`src/rtl/pilha_lifo.sv`:
```
// LIFO stack with push, pop and replace operations, plus a sticky error state
// that is entered on overflow or underflow and left only through limpa_erro.
module pilha_lifo #(
  parameter int LARGURA      = 16,
  parameter int PROFUNDIDADE = 16
) (
  input  logic                            clock,
  input  logic                            reset,
  input  logic                            push,
  input  logic                            pop,
  input  logic [LARGURA-1:0]              data_in,
  input  logic                            limpa_erro,
  output logic [LARGURA-1:0]              topo,
  output logic [LARGURA-1:0]              segundo,
  output logic [$clog2(PROFUNDIDADE):0]   contagem,
  output logic                            vazia,
  output logic                            cheia,
  output logic                            erro,
  output logic [1:0]                      codigo_erro
);
  localparam int PW = $clog2(PROFUNDIDADE);
  localparam logic [PW:0] CHEIO = (PW+1)'(PROFUNDIDADE);

  typedef enum logic {OCIOSO, ERRO} estado_t;

  estado_t               estado_q;
  logic [PW:0]           cnt_q;
  logic                  erro_q;
  logic [1:0]            cod_q;
  logic [LARGURA-1:0]    mem_q [PROFUNDIDADE];

  logic [PW-1:0] ptr, ptr_m1, ptr_m2, wr_idx;
  logic          wr_en, inc, dec, ovf, udf;

  // Index arithmetic wraps in PW bits on purpose: at a full stack ptr is 0,
  // so ptr-1 lands on the last entry.
  assign ptr    = cnt_q[PW-1:0];
  assign ptr_m1 = ptr - 1'b1;
  assign ptr_m2 = ptr - 2'd2;

  assign vazia = (cnt_q == '0);
  assign cheia = (cnt_q == CHEIO);

  always_comb begin
    wr_en  = 1'b0;
    wr_idx = ptr;
    inc    = 1'b0;
    dec    = 1'b0;
    ovf    = 1'b0;
    udf    = 1'b0;
    if (!reset && estado_q == OCIOSO) begin
      if (push && !pop) begin
        if (cheia) ovf = 1'b1;
        else begin
          wr_en = 1'b1;
          inc   = 1'b1;
        end
      end else if (pop) begin
        if (vazia) udf = 1'b1;
        else if (push) begin
          wr_en  = 1'b1;
          wr_idx = ptr_m1;
        end else dec = 1'b1;
      end
    end
  end

  always_ff @(posedge clock) begin
    if (reset) begin
      estado_q <= OCIOSO;
      cnt_q    <= '0;
      erro_q   <= 1'b0;
      cod_q    <= 2'b00;
    end else begin
      case (estado_q)
        OCIOSO: begin
          if (inc) cnt_q <= cnt_q + 1'b1;
          if (dec) cnt_q <= cnt_q - 1'b1;
          if (ovf || udf) begin
            estado_q <= ERRO;
            erro_q   <= 1'b1;
            cod_q    <= ovf ? 2'b01 : 2'b10;
          end
        end
        ERRO: begin
          // Operations on the clearing edge are dropped; only the state moves.
          if (limpa_erro) begin
            estado_q <= OCIOSO;
            erro_q   <= 1'b0;
            cod_q    <= 2'b00;
          end
        end
        default: estado_q <= OCIOSO;
      endcase
    end
  end

  // Storage is not reset: entries at or above contagem are never observable.
  always_ff @(posedge clock) begin
    if (wr_en) mem_q[wr_idx] <= data_in;
  end

  assign topo        = (cnt_q >= (PW+1)'(1)) ? mem_q[ptr_m1] : '0;
  assign segundo     = (cnt_q >= (PW+1)'(2)) ? mem_q[ptr_m2] : '0;
  assign contagem    = cnt_q;
  assign erro        = erro_q;
  assign codigo_erro = cod_q;
endmodule
```
`config.mk`:
```
export PLATFORM = sky130hd
export DESIGN_NAME = pilha_lifo
export DESIGN_NICKNAME = d
export VERILOG_FILES = /design/src/rtl/pilha_lifo.sv
export SDC_FILE = /design/constraint.sdc
export NUM_CORES = 1
export LEC_CHECK = 0
export ABC_AREA = 1
export CORE_ASPECT_RATIO = 1.75
export CORE_MARGIN = 2
export CORE_UTILIZATION = 50
export DETAILED_ROUTE_END_ITERATION = 10
export PLACE_DENSITY = 0.68
export SLEW_MARGIN = 10
export SYNTH_ARGS = -nofsm -noshare
export SYNTH_HDL_FRONTEND = slang
export SYNTH_SLANG_ARGS = --single-unit
```
`constraint.sdc`:
```
create_clock -name clock -period 3.4 [get_ports clock]
set_clock_uncertainty 0.1 [all_clocks]
set_input_delay 1.02 -clock clock [delete_from_list [all_inputs] [get_ports clock]]
set_output_delay 1.02 -clock clock [all_outputs]
set_load 0.1 [all_outputs]
```
# After elaboration in Yosys (flattened, before gate mapping)

Memory sizes are Yosys's and may differ from the RTL's.
Index checks and enable logic that the tools add are counted.

Register bits after elaboration: 9
RAM bits: 256
Bits of input ports: 21
Memories kept: 1
Output and inout bits: 42
Word-level logic and storage cells: 65

Memory list:

| memory | depth | bits a word | read ports | clocked after memory_dff | wr ports | line | text |
|---|---|---|---|---|---|---|---|
| mem_q  | 16    | 16          | 2          | 0                        | 1        | 30   | `logic [LARGURA-1:0] mem_q [PROFUNDIDADE];` |

Reduce and logical (&&, ||, !) cells: 9
Bitwise logic cells: 1
Mux-type cells: 41
Order comparisons: 2
Equality and inequality tests: 3
Add/sub/neg operators: 4

Operators by type and width:

| cell                | number |
|---|---|
| $mux 16             | 2 |
| $mux 1              | 26 |
| $mux 4              | 5 |
| $mux 5              | 2 |
| $mux 2              | 3 |
| $add 5x1->5 const B | 1 |
| $eq 5x5->1 const B  | 1 |
| $ge 5x1->1 const B  | 1 |
| $ge 5x2->1 const B  | 1 |
| $logic_not 5->1     | 1 |
| $sub 5x1->5 const B | 1 |
| $pmux 1 s2          | 2 |
| $pmux 2 s2          | 1 |
| $reduce_and 2->1    | 2 |
| $sub 4x1->4 const B | 1 |
| $sub 4x2->4 const B | 1 |
| $logic_and 1x1->1   | 2 |
| $logic_not 1->1     | 2 |
| $ne 2x1->1 const B  | 1 |
| $ne 2x2->1 const B  | 1 |
| $reduce_bool 2->1   | 1 |
| $logic_or 1x1->1    | 1 |
| $not 1->1           | 1 |

# Logic depth before layout (Yosys ltp)

Word-level depth: 8
Mapped depth: 15
Gate-level depth less buffers: 11

# Worst setup path after synthesis

Ideal clock, no wire load.

Kind: reg2out
Start: register cnt_q[0] (netlist: contagem[0])
End: output port topo[14]
Buffers on the path: 5
Data required time: 2.280 ns
Slack: -2.702 ns
Stages on the path, launching flop included: 13
Arrival time: 4.982 ns
Cell sequence: dfxtp_1 inv_1 buf_4 buf_4 buf_2 ha_1 buf_2 inv_2 buf_1 o211ai_1 nand3_1 nand3_1 a21boi_0

Word-level cells in the longest chain between the ends: 3
Elaborated cells between the ends (all ways): 4
Those cells by class: add/sub (1); order compare (1); mux (1); memory (1)

RTL lines:

| item                   | line | text |
|---|---|---|
| start, declared        | 27   | `logic [PW:0] cnt_q;` |
| start signal, assigned | 77   | `if (inc) cnt_q <= cnt_q + 1'b1;` |
| start signal, assigned | 78   | `if (dec) cnt_q <= cnt_q - 1'b1;` |
| $sub 4x1->4            | 38   | `assign ptr_m1 = ptr - 1'b1;` |
| $mem_v2 16x16          | --   |  |
| $mux 16 (*)            | 103  | `assign topo = (cnt_q >= (PW+1)'(1)) ? mem_q[ptr_m1] : '0;` |
| end, declared          | 13   | `output logic [LARGURA-1:0] topo,` |

Every way passes the cells marked *; elsewhere a longest branch is shown, timed or not.

# Worst setup path in the final report

Start: register cnt_q[1] (netlist: contagem[1])
End: output port topo[8]

Same word-level chain as after synthesis.

==> metrics.log <==
INFO  metric run_status = finished with violations
INFO  metric failed_checks = negative setup slack
INFO  metric timing.final.setup_violations = 32
INFO  metric worst_hold_path.endpoint = erro
INFO  metric hold_buffer_count_at_cts = 0
INFO  metric detail_route.vias_per_cell = 6.324
INFO  metric cts_root_buf = sky130_fd_sc_hd__clkbuf_16
INFO  metric dpl_cell_area = 15630 sq um
INFO  metric synth_top_flop_cell = sky130_fd_sc_hd__edfxtp_1
INFO  metric post_synth.cell_area_avg = 8.882 sq um
INFO  metric antenna_violations_before_repair = 0
INFO  metric boundaryPins = 63
INFO  metric worstSetupStartpointType = flip-flop
INFO  metric max-vdd-ir-drop = 0.4352 mV
INFO  metric drt-wirelength-per-cell = 24.82 um
INFO  metric critPathLaunch = contagem[1]
INFO  metric synth_cells = 1532
INFO  metric grt_remaining_overflow = 0
INFO  metric number_of_buffers_created_by_cts = 25
INFO  metric port_buffers = 62
INFO  metric clock_tree_from_tritoncts = built
INFO  metric drt-total-wl = 49.24 mm
INFO  metric routabilityCongestion = 0.9137
INFO  metric clock_tree.htree_level_count = 1
INFO  metric rsz0062_at_grt = yes
INFO  metric post_route_cells_drive_above_1_share = 25.54%
INFO  metric period_minus_slack = 3739 ps
INFO  metric ant_nets = 0
INFO  metric cp_common_cell = sky130_fd_sc_hd__buf_12
INFO  metric min_period_over_period = 110.0%
INFO  metric worst_tran_pin_value = 771.8 ps
INFO  metric worst_hold_startpoint = erro
INFO  metric synth_seq_area_share = 57.82%
INFO  metric sum_of_net_half_perimeters_after_detailed_placement = 27.07 mm
INFO  metric areaGrowthSynthToFinish = 34.57%
INFO  metric finalCoreUtilization = 68.61%
INFO  metric synth_edf_count = 256
INFO  metric critPathMaxStageDelay = 390 ps
INFO  metric clock_insertion_delay_worst_skew = 540 ps
INFO  metric power_per_cell_area = 615.9 nW/um^2
INFO  metric fmax = 267.5 MHz
INFO  metric fp.coreArea = 26690 sq um
INFO  metric ys_seq_elements = 265
INFO  metric firstDrtPassIters = 6
INFO  metric post_synth_num_cell_types = 29
INFO  metric cp_cell_sequence = clkinvlp_4 -> ha_4 -> buf_12 -> buf_12 -> inv_12 -> clkbuf_16 -> nand3_1 -> nand3_1 -> nand2_1 -> a21oi_2 -> nor2_4 -> buf_12
INFO  metric crit_path_top_delay_cell = sky130_fd_sc_hd__dfxtp_4
INFO  metric critical_path.reg2reg.startpoint = contagem[1]
INFO  metric r2r_end = mem_q[12][8]
INFO  metric timing.critical_path.fanout_max = 6
INFO  metric timing.critical_path.required = 2280 ps
INFO  metric clock_sink_count = 265
INFO  metric synthArstFlopShare = 0%
INFO  metric worstHoldPathType = flip-flop to flip-flop
INFO  metric finalWorstSetupSlack = -338.8 ps
INFO  metric synth_top_cell_by_area = sky130_fd_sc_hd__edfxtp_1
INFO  metric timing.setup.tns = -7712 ps
INFO  metric fp-row-count = 79
INFO  metric maximum_number_of_pins_on_one_net_before_global_route_repair = 130
INFO  metric dieHeight = 222.2 um
INFO  metric hold_slack = 375.9 ps
INFO  metric nets = 1672
INFO  metric synthesis.nets = 1561
INFO  metric worst_path_dominant_cell_family = buffers and inverters
INFO  metric reg2regPathDepth = 16
INFO  metric final_max_slew_viol_count = 0
INFO  metric post_synth_main_area_contributors = sky130_fd_sc_hd__edfxtp_1 (56%), sky130_fd_sc_hd__nand2_1 (10%), sky130_fd_sc_hd__nand3_1 (6.9%)
INFO  metric cap_violations = 0
INFO  metric reg2reg_setup_slack = 290 ps
INFO  metric grt.total_usage = 30.01%
INFO  metric p_leak = 0.006924 uW
INFO  metric slew-limit-headroom = 48.38%
INFO  metric postLayoutCellArea = 18310 sq um
INFO  metric endpoint_kind = output pin
INFO  metric synth_warnings = 0
INFO  metric number_of_drc_violations_after_detailed_routing = 0
INFO  metric finalHoldViolations = 0
INFO  metric worst_ep_arrival_time = 2620 ps
INFO  metric critPathBufInv = 6
INFO  metric layout.cells.non_filler = 1984
INFO  metric placedCellCount = 1883
INFO  metric diodes = 0
INFO  metric timing.hold.worst_path_depth = 2
INFO  metric synth.cell_area = 13610 sq um
INFO  metric clock_tree.buffer_depth = 3
INFO  metric worst_setup_hold_path_clk_slew = 60 ps
INFO  metric dieArea = 28600 sq um
INFO  metric timing_worst_setup_path_type = flip-flop to output pin
INFO  metric detail_route.iter0.violations = 1489
INFO  metric grt_first_pass_wirelength = 64.25 mm
INFO  metric die_w = 128.7 um
INFO  metric dr_total_vias = 12547
INFO  metric synth_largest_type_area_fraction = 56.50%
INFO  metric floorplan.initialDensity = 50.98%
INFO  metric grt_pass1_vias = 11088
[placed cells by master (no fill, tap or decap), types with 3 or more instances in the layout]
cell	synthesis	routed
sky130_fd_sc_hd__o21ai_0	151	127
sky130_fd_sc_hd__inv_8	0	3
sky130_fd_sc_hd__nand3_1	188	153
sky130_fd_sc_hd__o211ai_1	41	41
sky130_fd_sc_hd__inv_6	0	4
sky130_fd_sc_hd__clkbuf_16	0	36
sky130_fd_sc_hd__xor2_1	5	4
sky130_fd_sc_hd__buf_4	7	52
sky130_fd_sc_hd__buf_16	0	14
sky130_fd_sc_hd__buf_8	0	8
sky130_fd_sc_hd__nand2_2	2	45
sky130_fd_sc_hd__dfxtp_1	9	5
sky130_fd_sc_hd__o21ai_1	13	35
sky130_fd_sc_hd__nand3_4	0	3
sky130_fd_sc_hd__buf_12	0	65
sky130_fd_sc_hd__bufinv_16	0	5
sky130_fd_sc_hd__a21oi_4	0	4
sky130_fd_sc_hd__nor2_4	1	37
sky130_fd_sc_hd__nand3_2	2	34
sky130_fd_sc_hd__clkinv_2	0	6
sky130_fd_sc_hd__buf_6	5	12
sky130_fd_sc_hd__inv_1	65	61
sky130_fd_sc_hd__a21oi_2	0	33
sky130_fd_sc_hd__ha_1	8	4
sky130_fd_sc_hd__nand2_1	365	317
sky130_fd_sc_hd__nand2_4	1	5
sky130_fd_sc_hd__clkinvlp_4	0	4
sky130_fd_sc_hd__a21oi_1	91	54
sky130_fd_sc_hd__clkdlybuf4s50_1	0	20
sky130_fd_sc_hd__nor2_1	219	154
sky130_fd_sc_hd__edfxtp_1	256	256
sky130_fd_sc_hd__nor2_2	1	30
sky130_fd_sc_hd__ha_4	0	4
[flip-flops by register name, indices dropped and copies added (netlist names)]
signal / flops
codigo_erro: 2
contagem: 5
estado_q: 1
mem_q: 256
erro: 1
[timing repair]
| action | 4_1_cts | 5_1_grt |
|---|---|---|
| buffers inserted | 8 | 27 |
| cloned | 10 | 14 |
| gates resized for setup | 67 | 199 |
| pin swaps | 13 | 63 |
| endpoints found under the setup margin | 32 | 32 |
[power breakdown]
group	internal, uW	switching [uW]	leakage, uW
Clock	1730	1240	0.000418
Sequential	3620	27.7	0.00238
Combinational	1630	3030	0.00413
Total	6980	4300	0.00692
[kinds of logic after synthesis]
group	synth area share (%)
fa+ha+maj	0.7357
simple gates	23.57
xor+xnor	0.3218
compound gates	11.80
flops	57.82
buf+inv	5.756
[worst min-delay path: cells and delay by family, from the launching register on]
family,cells,cell delay (ps)
flops,1,310
simple gates,2,130
[how the worst max path moves through the flow]
| stage | slack, ps | cells after the start | end |
|---|---|---|---|
| floorplan | -210 | 13 | topo[0] |
| global placement | 9 | 9 | mem_q[12][6] |
| detailed placement | -20 | 9 | mem_q[12][9] |
| CTS | -250 | 9 | segundo[11] |
| global route | -380 | 12 | topo[2] |
| finish | -340 | 12 | topo[8] |
[per-layer routing]
metal | global-route usage [%] | part of all wire (%) | up-vias
met5 | 0 | 0 | -
met4 | 16.87 | 7.6 | 0
met3 | 3.901 | 9.5 | 213
met2 | 52.23 | 50 | 950
met1 | 35.27 | 33 | 5890
li1 | - | - | 5494
[cell type report]
| type | count | area (sq um) |
|---|---|---|
| repair inverters | 4 | 45.04 |
| well taps | 324 | 405.4 |
| clock buffers | 26 | 629.4 |
| fillers | 1899 | 8377 |
| inverters | 69 | 321.6 |
| repair buffers | 184 | 2873 |
| clock inverters | 18 | 232.7 |
| multi-input cells | 1094 | 5927 |
| flip-flops and latches | 265 | 7878 |
[Yosys cell counts, types with 3 or more instances]
cell / n
sky130_fd_sc_hd__o21ai_1: 13
sky130_fd_sc_hd__buf_1: 6
sky130_fd_sc_hd__nand2_1: 365
sky130_fd_sc_hd__inv_1: 65
sky130_fd_sc_hd__ha_1: 8
sky130_fd_sc_hd__buf_2: 51
sky130_fd_sc_hd__buf_4: 7
sky130_fd_sc_hd__clkbuf_1: 36
sky130_fd_sc_hd__nand3_1: 188
sky130_fd_sc_hd__buf_6: 5
sky130_fd_sc_hd__edfxtp_1: 256
sky130_fd_sc_hd__inv_2: 3
sky130_fd_sc_hd__a21oi_1: 91
sky130_fd_sc_hd__xor2_1: 5
sky130_fd_sc_hd__o211ai_1: 41
sky130_fd_sc_hd__o21ai_0: 151
sky130_fd_sc_hd__dfxtp_1: 9
sky130_fd_sc_hd__nor2_1: 219
[stage by stage]
step	worst slack (ps)	total power (uW)
2_1_floorplan	-212.8	6103
3_3_place_gp	9.309	7370
3_5_place_dp	-21.95	7387
4_1_cts	-252.8	10600
5_1_grt	-379.6	11560
6_report	-338.8	11280
Note: power is estimated with default switching activity, not from simulation.
